**config.mk**
```make
export PLATFORM = sky130hd
export DESIGN_NAME = masked_rnd_source_flat
export DESIGN_NICKNAME = d
export VERILOG_FILES = /design/src/rtl/masked_rnd_source_if.sv /design/src/rtl/masked_rnd_source.sv /design/src/flat_wrapper.sv
export SDC_FILE = /design/constraint.sdc
export NUM_CORES = 1
export LEC_CHECK = 0
export ABC_CLOCK_PERIOD_IN_PS = 2400
export CORE_MARGIN = 3
export CORE_UTILIZATION = 31
export DETAILED_ROUTE_END_ITERATION = 10
export GPL_TIMING_DRIVEN = 1
export REMOVE_ABC_BUFFERS = 1
export SYNTH_ARGS = -nofsm -noshare
export SYNTH_HDL_FRONTEND = slang
export SYNTH_SLANG_ARGS = --single-unit
```
**constraint.sdc**
```tcl
create_clock -name clk -period 2.4 [get_ports clk]
set_input_delay 0.36 -clock clk [delete_from_list [all_inputs] [get_ports clk]]
set_output_delay 0.36 -clock clk [all_outputs]
set_load 0.1 [all_outputs]
```
**src/rtl/masked_rnd_source_if.sv**
```systemverilog
// Seeding handshake and randomness output bus of masked_rnd_source.
// master drives seeding/enable, slave is the generator block.
interface masked_rnd_source_if #(
  parameter int NRND = 8
);
  logic            seed_start;
  logic            seed_valid;
  logic            seed_ready;
  logic [31:0]     seed_data;
  logic            en;
  logic [NRND-1:0] rnd;
  logic            rnd_valid;
  logic            busy;

  modport master (
    output seed_start, seed_valid, seed_data, en,
    input  seed_ready, rnd, rnd_valid, busy
  );

  modport slave (
    input  seed_start, seed_valid, seed_data, en,
    output seed_ready, rnd, rnd_valid, busy
  );
endinterface

```
**src/rtl/masked_rnd_source.sv**
```systemverilog
// Bank of xorshift64 generators feeding the rnd inputs of masked gadgets.
// Software-seeded word by word, then warmed up before delivering NRND bits per enabled cycle.
//
// state      | meaning
// S_UNSEEDED | after reset, outputs idle until seed_start
// S_SEED     | accepting NWORDS 32-bit seed words
// S_WARMUP   | discarding WARMUP generator steps
// S_RUN      | rnd valid, generators step when en=1
module masked_rnd_source #(
  parameter int NRND   = 8,
  parameter int WARMUP = 16
) (
  input  logic                clk,
  input  logic                rst_n,
  masked_rnd_source_if.slave  bus
);
  localparam int NINST  = (NRND + 63) / 64;
  localparam int NWORDS = 2 * NINST;
  localparam int NB     = 64 * NINST;
  localparam int CW     = $clog2(NWORDS);
  localparam int WW     = (WARMUP < 1) ? 1 : $clog2(WARMUP + 1);
  localparam logic [63:0] GOLDEN = 64'h9E3779B97F4A7C15;

  typedef enum logic [1:0] {S_UNSEEDED, S_SEED, S_WARMUP, S_RUN} state_t;

  state_t          state;
  logic [NB-1:0]   inst;
  logic [NB-1:0]   inst_step;
  logic [NB-1:0]   inst_load;
  logic [CW-1:0]   word_cnt;
  logic [WW-1:0]   warm_cnt;
  logic            last_word;
  logic            xfer;
  logic [NRND-1:0] rnd_q;
  logic            rnd_valid_q;
  logic            busy_q;

  function automatic logic [63:0] xs_step(input logic [63:0] x);
    logic [63:0] y;
    y = x ^ (x << 13);
    y = y ^ (y >> 7);
    y = y ^ (y << 17);
    return y;
  endfunction

  assign bus.seed_ready = (state == S_SEED) && !bus.seed_start;
  assign xfer           = bus.seed_valid && bus.seed_ready;
  assign last_word      = (word_cnt == CW'(NWORDS - 1));
  assign bus.rnd        = rnd_q;
  assign bus.rnd_valid  = rnd_valid_q;
  assign bus.busy       = busy_q;

  // Word k lands at flat offset 32*k: even words fill the low half, odd the high half.
  always_comb begin
    inst_step = '0;
    inst_load = inst;
    for (int i = 0; i < NINST; i++) begin
      inst_step[64*i +: 64] = xs_step(inst[64*i +: 64]);
    end
    inst_load[32*int'(word_cnt) +: 32] = bus.seed_data;
    if (last_word) begin
      for (int i = 0; i < NINST; i++) begin
        if (inst_load[64*i +: 64] == 64'd0) begin
          inst_load[64*i +: 64] = GOLDEN;
        end
      end
    end
  end

  always_ff @(posedge clk or negedge rst_n) begin
    if (!rst_n) begin
      state       <= S_UNSEEDED;
      inst        <= '0;
      word_cnt    <= '0;
      warm_cnt    <= '0;
      rnd_q       <= '0;
      rnd_valid_q <= 1'b0;
      busy_q      <= 1'b0;
    end else if (bus.seed_start) begin
      state       <= S_SEED;
      word_cnt    <= '0;
      rnd_q       <= '0;
      rnd_valid_q <= 1'b0;
      busy_q      <= 1'b1;
    end else begin
      case (state)
        S_UNSEEDED: ;
        S_SEED: begin
          if (xfer) begin
            inst     <= inst_load;
            word_cnt <= word_cnt + CW'(1);
            if (last_word) begin
              if (WARMUP == 0) begin
                state       <= S_RUN;
                rnd_q       <= inst_load[NRND-1:0];
                rnd_valid_q <= 1'b1;
                busy_q      <= 1'b0;
              end else begin
                state    <= S_WARMUP;
                warm_cnt <= WW'(WARMUP);
              end
            end
          end
        end
        S_WARMUP: begin
          inst     <= inst_step;
          warm_cnt <= warm_cnt - WW'(1);
          if (warm_cnt == WW'(1)) begin
            state       <= S_RUN;
            rnd_q       <= inst_step[NRND-1:0];
            rnd_valid_q <= 1'b1;
            busy_q      <= 1'b0;
          end
        end
        S_RUN: begin
          if (bus.en) begin
            inst  <= inst_step;
            rnd_q <= inst_step[NRND-1:0];
          end
        end
        default: state <= S_UNSEEDED;
      endcase
    end
  end
endmodule

```
**src/flat_wrapper.sv**
```systemverilog
// flat-port wrapper written by rule: the top's interface ports become plain ports
module masked_rnd_source_flat 
#(
  parameter int NRND   = 8,
  parameter int WARMUP = 16
)
  (clk, rst_n, bus_seed_start, bus_seed_valid, bus_seed_data, bus_en, bus_seed_ready, bus_rnd, bus_rnd_valid, bus_busy);
  masked_rnd_source_if #(.NRND(NRND)) bus_i ();
  input  logic clk;
  input  logic rst_n;
  input wire logic [$bits(bus_i.seed_start)-1:0] bus_seed_start;
  input wire logic [$bits(bus_i.seed_valid)-1:0] bus_seed_valid;
  input wire logic [$bits(bus_i.seed_data)-1:0] bus_seed_data;
  input wire logic [$bits(bus_i.en)-1:0] bus_en;
  output wire logic [$bits(bus_i.seed_ready)-1:0] bus_seed_ready;
  output wire logic [$bits(bus_i.rnd)-1:0] bus_rnd;
  output wire logic [$bits(bus_i.rnd_valid)-1:0] bus_rnd_valid;
  output wire logic [$bits(bus_i.busy)-1:0] bus_busy;
  assign bus_i.seed_start = bus_seed_start;
  assign bus_i.seed_valid = bus_seed_valid;
  assign bus_i.seed_data = bus_seed_data;
  assign bus_i.en = bus_en;
  assign bus_seed_ready = bus_i.seed_ready;
  assign bus_rnd = bus_i.rnd;
  assign bus_rnd_valid = bus_i.rnd_valid;
  assign bus_busy = bus_i.busy;
  masked_rnd_source #(.NRND(NRND), .WARMUP(WARMUP)) u_core (.clk(clk), .rst_n(rst_n), .bus(bus_i));
endmodule
```
; ---- Word level (Yosys, flattened, before mapping)
; Cells that the tools add are included.
[word_totals]
register_bits = 82
out_inout_bits = 11
wordCells = 72
[classes]
add_sub_neg = 3
eq_ne = 11
shift = 2
muxes = 27
bitwise_logic = 4
n_reduce_logical = 18
[op_table]
columns = operator, n
row1 = two-way mux 64 bit, 4
row2 = one-hot mux 64 bit (3 select lines), 1
row3 = bitwise XOR 64 bit, 2
row4 = bitwise mux 64 bit, 1
row5 = zero test 64 bit, 1
row6 = "variable shift 32 x 33 -> 64 bit, first input constant", 1
row7 = indexed part select 32 x 33 -> 64 bit, 1
row8 = bitwise XOR 64 x 57 -> 64 bit, 1
row9 = negator 6 -> 33 bit, 1
row10 = two-way mux 8 bit, 3
row11 = one-hot mux 8 bit (2 select lines), 1
row12 = AND reduction 4 bit, 3
row13 = two-way mux 5 bit, 2
row14 = one-hot mux 5 bit (2 select lines), 1
row15 = nonzero test 2 bit, 5
row16 = two-way mux 1 bit, 9
row17 = "!= test 3 x 2 -> 1 bit, second input constant", 3
row18 = nonzero test 3 bit, 3
row19 = two-way mux 2 bit, 4
row20 = "equality test 5 x 1 -> 1 bit, second input constant", 1
row21 = "subtractor 5 x 1 -> 5 bit, second input constant", 1
row22 = "equality test 2 bit, second input constant", 2
row23 = "!= test 2 x 1 -> 1 bit, second input constant", 2
row24 = one-hot mux 2 bit (2 select lines), 1
row25 = other kinds (9), 11

; ---- Longest topological paths before layout
[depth]
word_depth = 8
mapped_depth = 8
ltp_nobuf = 7

; ---- Worst setup path before layout
; OpenSTA, ideal clock, no wires.
[synth_path]
kind = reg2out
from = reg u_core.state[1]
to = out bus_seed_ready
t_arrival_ps = 3155
required_ps = 2040
setup_slack_ps = -1115
path_stages_with_launch = 5
path_buffers = 3
path_cell_list = dfrtp_1 > buf_2 > clkbuf_1 > buf_1 > nor3b_1
[synth_via]
elab_chain_cells = 2
[synth_rtl]
columns = item, line_no
row1 = start: declaration, masked_rnd_source.sv:26  ; state_t state;
row2 = start signal: assignment, masked_rnd_source.sv:72  ; state <= S_UNSEEDED;
row3 = start signal: assignment, masked_rnd_source.sv:80  ; state <= S_SEED;
row4 = start signal: assignment, masked_rnd_source.sv:94  ; state <= S_RUN;
row5 = equality test 2 x 1 -> 1 bit, masked_rnd_source.sv:46  ; assign bus.seed_ready = (state == S_SEED) && !bus.seed_start;
row6 = logical AND 1 bit, masked_rnd_source.sv:46
row7 = end: declaration, flat_wrapper.sv:15  ; output wire logic [$bits(bus_i.seed_ready)-1:0] bus_seed_ready;
; Every way passes these cells.

; ---- Final worst setup path
[layout_path]
from = in bus_seed_data[2]
to = reg u_core.inst[14]
[layout_via]
elab_chain_cells = 7
[layout_rtl]
columns = item, line_no
row1 = start: declaration, flat_wrapper.sv:13  ; input wire logic [$bits(bus_i.seed_data)-1:0] bus_seed_data;
row2 = indexed part select 32 x 33 -> 64 bit *, masked_rnd_source.sv:60  ; inst_load[32*int'(word_cnt) +: 32] = bus.seed_data;
row3 = bitwise mux 64 bit *, masked_rnd_source.sv:60
row4 = zero test 64 bit, masked_rnd_source.sv:63  ; if (inst_load[64*i +: 64] == 64'd0) begin
row5 = two-way mux 64 bit, masked_rnd_source.sv:63
row6 = two-way mux 64 bit *, masked_rnd_source.sv:61  ; if (last_word) begin
row7 = two-way mux 64 bit *, masked_rnd_source.sv:89  ; if (xfer) begin
row8 = one-hot mux 64 bit (3 select lines) *, masked_rnd_source.sv:86  ; case (state)
row9 = end signal: assignment, masked_rnd_source.sv:90  ; inst <= inst_load;
row10 = end signal: assignment, masked_rnd_source.sv:106  ; inst <= inst_step;
row11 = end signal: assignment, masked_rnd_source.sv:117  ; inst <= inst_step;
row12 = end: declaration, masked_rnd_source.sv:27  ; logic [NB-1:0] inst;
; Every way passes the cells marked *; elsewhere a longest branch is shown, timed or not. The select of a mux whose other input is x is not followed.
; A chain may end at the register's enable or synchronous reset.

==> out/metrics.yaml <==
root_buffer: "clkbuf_16"
coreArea_mm2: 0.0214
startpoint_type: "input port"
dp_hpwl_mm: 19.0
ctsHoldBuffers: 0
clk_pin_slew_ns: 0.07
p_int_mw: 8.71
postLayoutCoreUtil: 0.380
slew-limit-headroom: 0.518
synth_area_per_cell_um2: 9.99
fin_crit_ns: 2.29
clockBufferDepth: 2
wl_per_cell_um: 24.6
fin_ws_ns: 0.113
dp.cells: 996
gp_congestion: 0.999
post-place-ws_ns: -0.0710
cts_inserted_buffers: 9
num_rows: 53
power_leakage_nw: 3.30
syn-instance-count: 688
cts_tree: "built"
gr-total-overflow: 0
fmax_mhz: 437
fin_skew_ns: 0.0150
required_ns: 2.66
power_frac_comb: 0.683
most-common-layout-cells: "dfrtp_1 (80), xnor2_1 (79), buf_4 (66), a21oi_1 (57), nand2_1 (40)"
drive_above_1_share: 0.163
hold_path_class: "input port to asynchronous set/reset pin"
seq_area_frac_synth: 0.299
final_common_cell: "dfrtp_1"
p_seq_frac: 0.221
fin_cells: 1012
netlist_top_cells_area: "dfrtp_1 (30%), xnor2_1 (10%), xnor3_1 (9.5%)"
powerDensity_mw_per_mm2: 1940
n_antenna_cell: 0
clock_sinks: 82
async_flop_share: 1.00
drcViolationCount: 0
path_max_fanout: 14
ys_warn_count: 0
antenna_found_initial: 1
worst_slew_pin_slew_ns: 0.721
io_pins: 48
initial_utilization: 0.321
finalCritPeriodShare: 0.953
ant_nets: 0
finalInstanceArea_mm2: 0.00813
htreeDepth: 3
fin_hold_ws_ns: -0.00312
synth-main-ff-cell: "dfrtp_1"
dieWidth_um: 155
vias_per_cell: 5.68
synth_area_mm2: 0.00687
grt_pass1_vias: 5715
drv_slew: 0
synth.distinct_cells: 60
peakVddDrop_v: 0.000575
synth_top_area_cell: "dfrtp_1"
ys_ff_latch: 82
status: "complete, but fails checks"
vias: 5753
synth_top_area_share: 0.299
hold_viol: 2
sw_frac_of_total: 0.447
cts_setup_buffers: 0
worst-endpoint-arrival_ns: 2.55
nets: 771
postPlaceCellArea_mm2: 0.00782
clk_latency_ns: 0.36
drt_iter0_drc: 576
endpoint_kind: "register"
failed_checks: "hold timing"
numPortBuffers: 47
ctsResizeCount: 0
p_switching_mw: 7.03
grt_pass1_wl_mm: 37.2
clkPwrFrac: 0.097
crit_type: "input port to register"
dr.pass1.iters: 5
area_growth_pct: 18.3
dieHeight_um: 155
cap_violations: 0
drt-total-wl_mm: 24.9
total_power_mw: 15.7
setup_viol: 0
grt_usage: 0.208
synth_edf_count: 0
rsz0062_at_grt: "false"
grt_max_degree: 43
die_area_mm2: 0.0240
[cell usage after synthesis, types with 3 or more instances]
cell type   n
nor3_1      7
a31oi_1    36
inv_1       8
buf_4       7
a22oi_1     4
o22a_1     12
clkbuf_1   16
buf_1       4
a21oi_1    57
nor2_1     32
xnor2_2     8
clkbuf_2    4
o32ai_1     5
nor4b_1     4
nand4_1     4
o31ai_1     8
buf_6       5
nand3_1    16
xnor3_1    29
nor2b_1     3
nand2_1    40
xor2_1     24
o2bb2ai_1   6
buf_2      38
nor4_1     19
o21ai_0    13
xor3_1     10
dfrtp_1    82
xnor2_1    79
mux2i_1    37
o22ai_1    30
[final cells by class]
type | count | area, um2
multi-input cells | 523 | 4400
repair buffers | 108 | 986
clock inverters | 6 | 72.6
clock buffers | 10 | 239
fillers | 2127 | 13300
flip-flops and latches | 82 | 2050
inverters | 8 | 30.0
well taps | 275 | 344
[cells by family (layout without fill, tap and decap cells)]
| kind of cell | Yosys count | in the layout | share of synthesized area |
|---|---|---|---|
| adder cells (fa/ha/maj) | 2 | 2 | 0.00364 |
| multiplexers | 39 | 39 | 0.0572 |
| AO/OA/AOI/OAI | 188 | 188 | 0.177 |
| AND/OR/NAND/NOR | 138 | 138 | 0.0989 |
| XOR/XNOR | 156 | 156 | 0.301 |
| buffers and inverters | 83 | 132 | 0.0637 |
| flip-flops | 82 | 82 | 0.299 |
[metrics by stage]
stage | hold slack, ns | setup TNS [ns]
after floorplan | 0.0644 | -79.44
after global placement | 0.394 | -2.99
after detailed placement | 0.403 | -1.02
after CTS | 0.0197 | 0
after global routing | 0.0280 | 0
final | -0.00312 | 0
[flip-flops by register name (all words and copies together) (netlist names)]
signal / count
u_core.warm_cnt: 5
u_core.last_word: 1
u_core.bus.busy: 1
u_core.bus.rnd_valid: 1
u_core.bus.rnd: 8
u_core.inst: 64
u_core.state: 2
[power by group through the flow]
stage | Combinational, mW | Sequential, mW | Clock [mW]
CTS | 10.7 | 3.43 | 1.53
floorplan | 7.93 | 3.50 | 0
global placement | 10.5 | 3.45 | 0
detailed placement | 10.6 | 3.45 | 0
global route | 11.4 | 3.55 | 1.58
finish | 10.7 | 3.48 | 1.52
[worst max-delay path, cell delays in order]
cell	delay (ns)
clkdlybuf4s50_1	0.53
nor4_1	0.68
nand3_1	0.14
a22oi_1	0.20
nand4_1	0.18
buf_4	0.24
a211oi_1	0.21
[final timing paths]
| path | startpoint | endpoint | slack (ns) | cells after the start |
|---|---|---|---|---|
| max | bus_seed_data[2] | u_core.inst[14]$_DFFE_PN0P_ | 0.11 | 7 |
| min | rst_n | u_core.bus.busy$_DFFE_PN0P_ | -0.003 | 1 |
| max reg2reg | u_core.inst[7]$_DFFE_PN0P_ | u_core.inst[14]$_DFFE_PN0P_ | 0.13 | 6 |
| min reg2reg | u_core.bus.rnd[5]$_DFFE_PN0P_ | u_core.bus.rnd[5]$_DFFE_PN0P_ | 0.48 | 2 |
| max in group asynchronous | rst_n | u_core.inst[28]$_DFFE_PN0P_ | 1.75 | 2 |
| min in group clk | u_core.bus.rnd[5]$_DFFE_PN0P_ | u_core.bus.rnd[5]$_DFFE_PN0P_ | 0.48 | 2 |
[metal layers]
| metal | part of all wire | vias to the layer above | GRT usage | routed length, um |
|---|---|---|---|---|
| met4 | 0.028 | 0 | 0.0660 | 705 |
| li1 | - | 2594 | - | - |
| met3 | 0.10 | 44 | 0.0562 | 2560 |
| met1 | 0.42 | 2818 | 0.292 | 10500 |
| met5 | 0 | - | 0 | 0 |
| met2 | 0.45 | 297 | 0.312 | 11100 |
No activity file was read; power rests on OpenSTA's default activity.
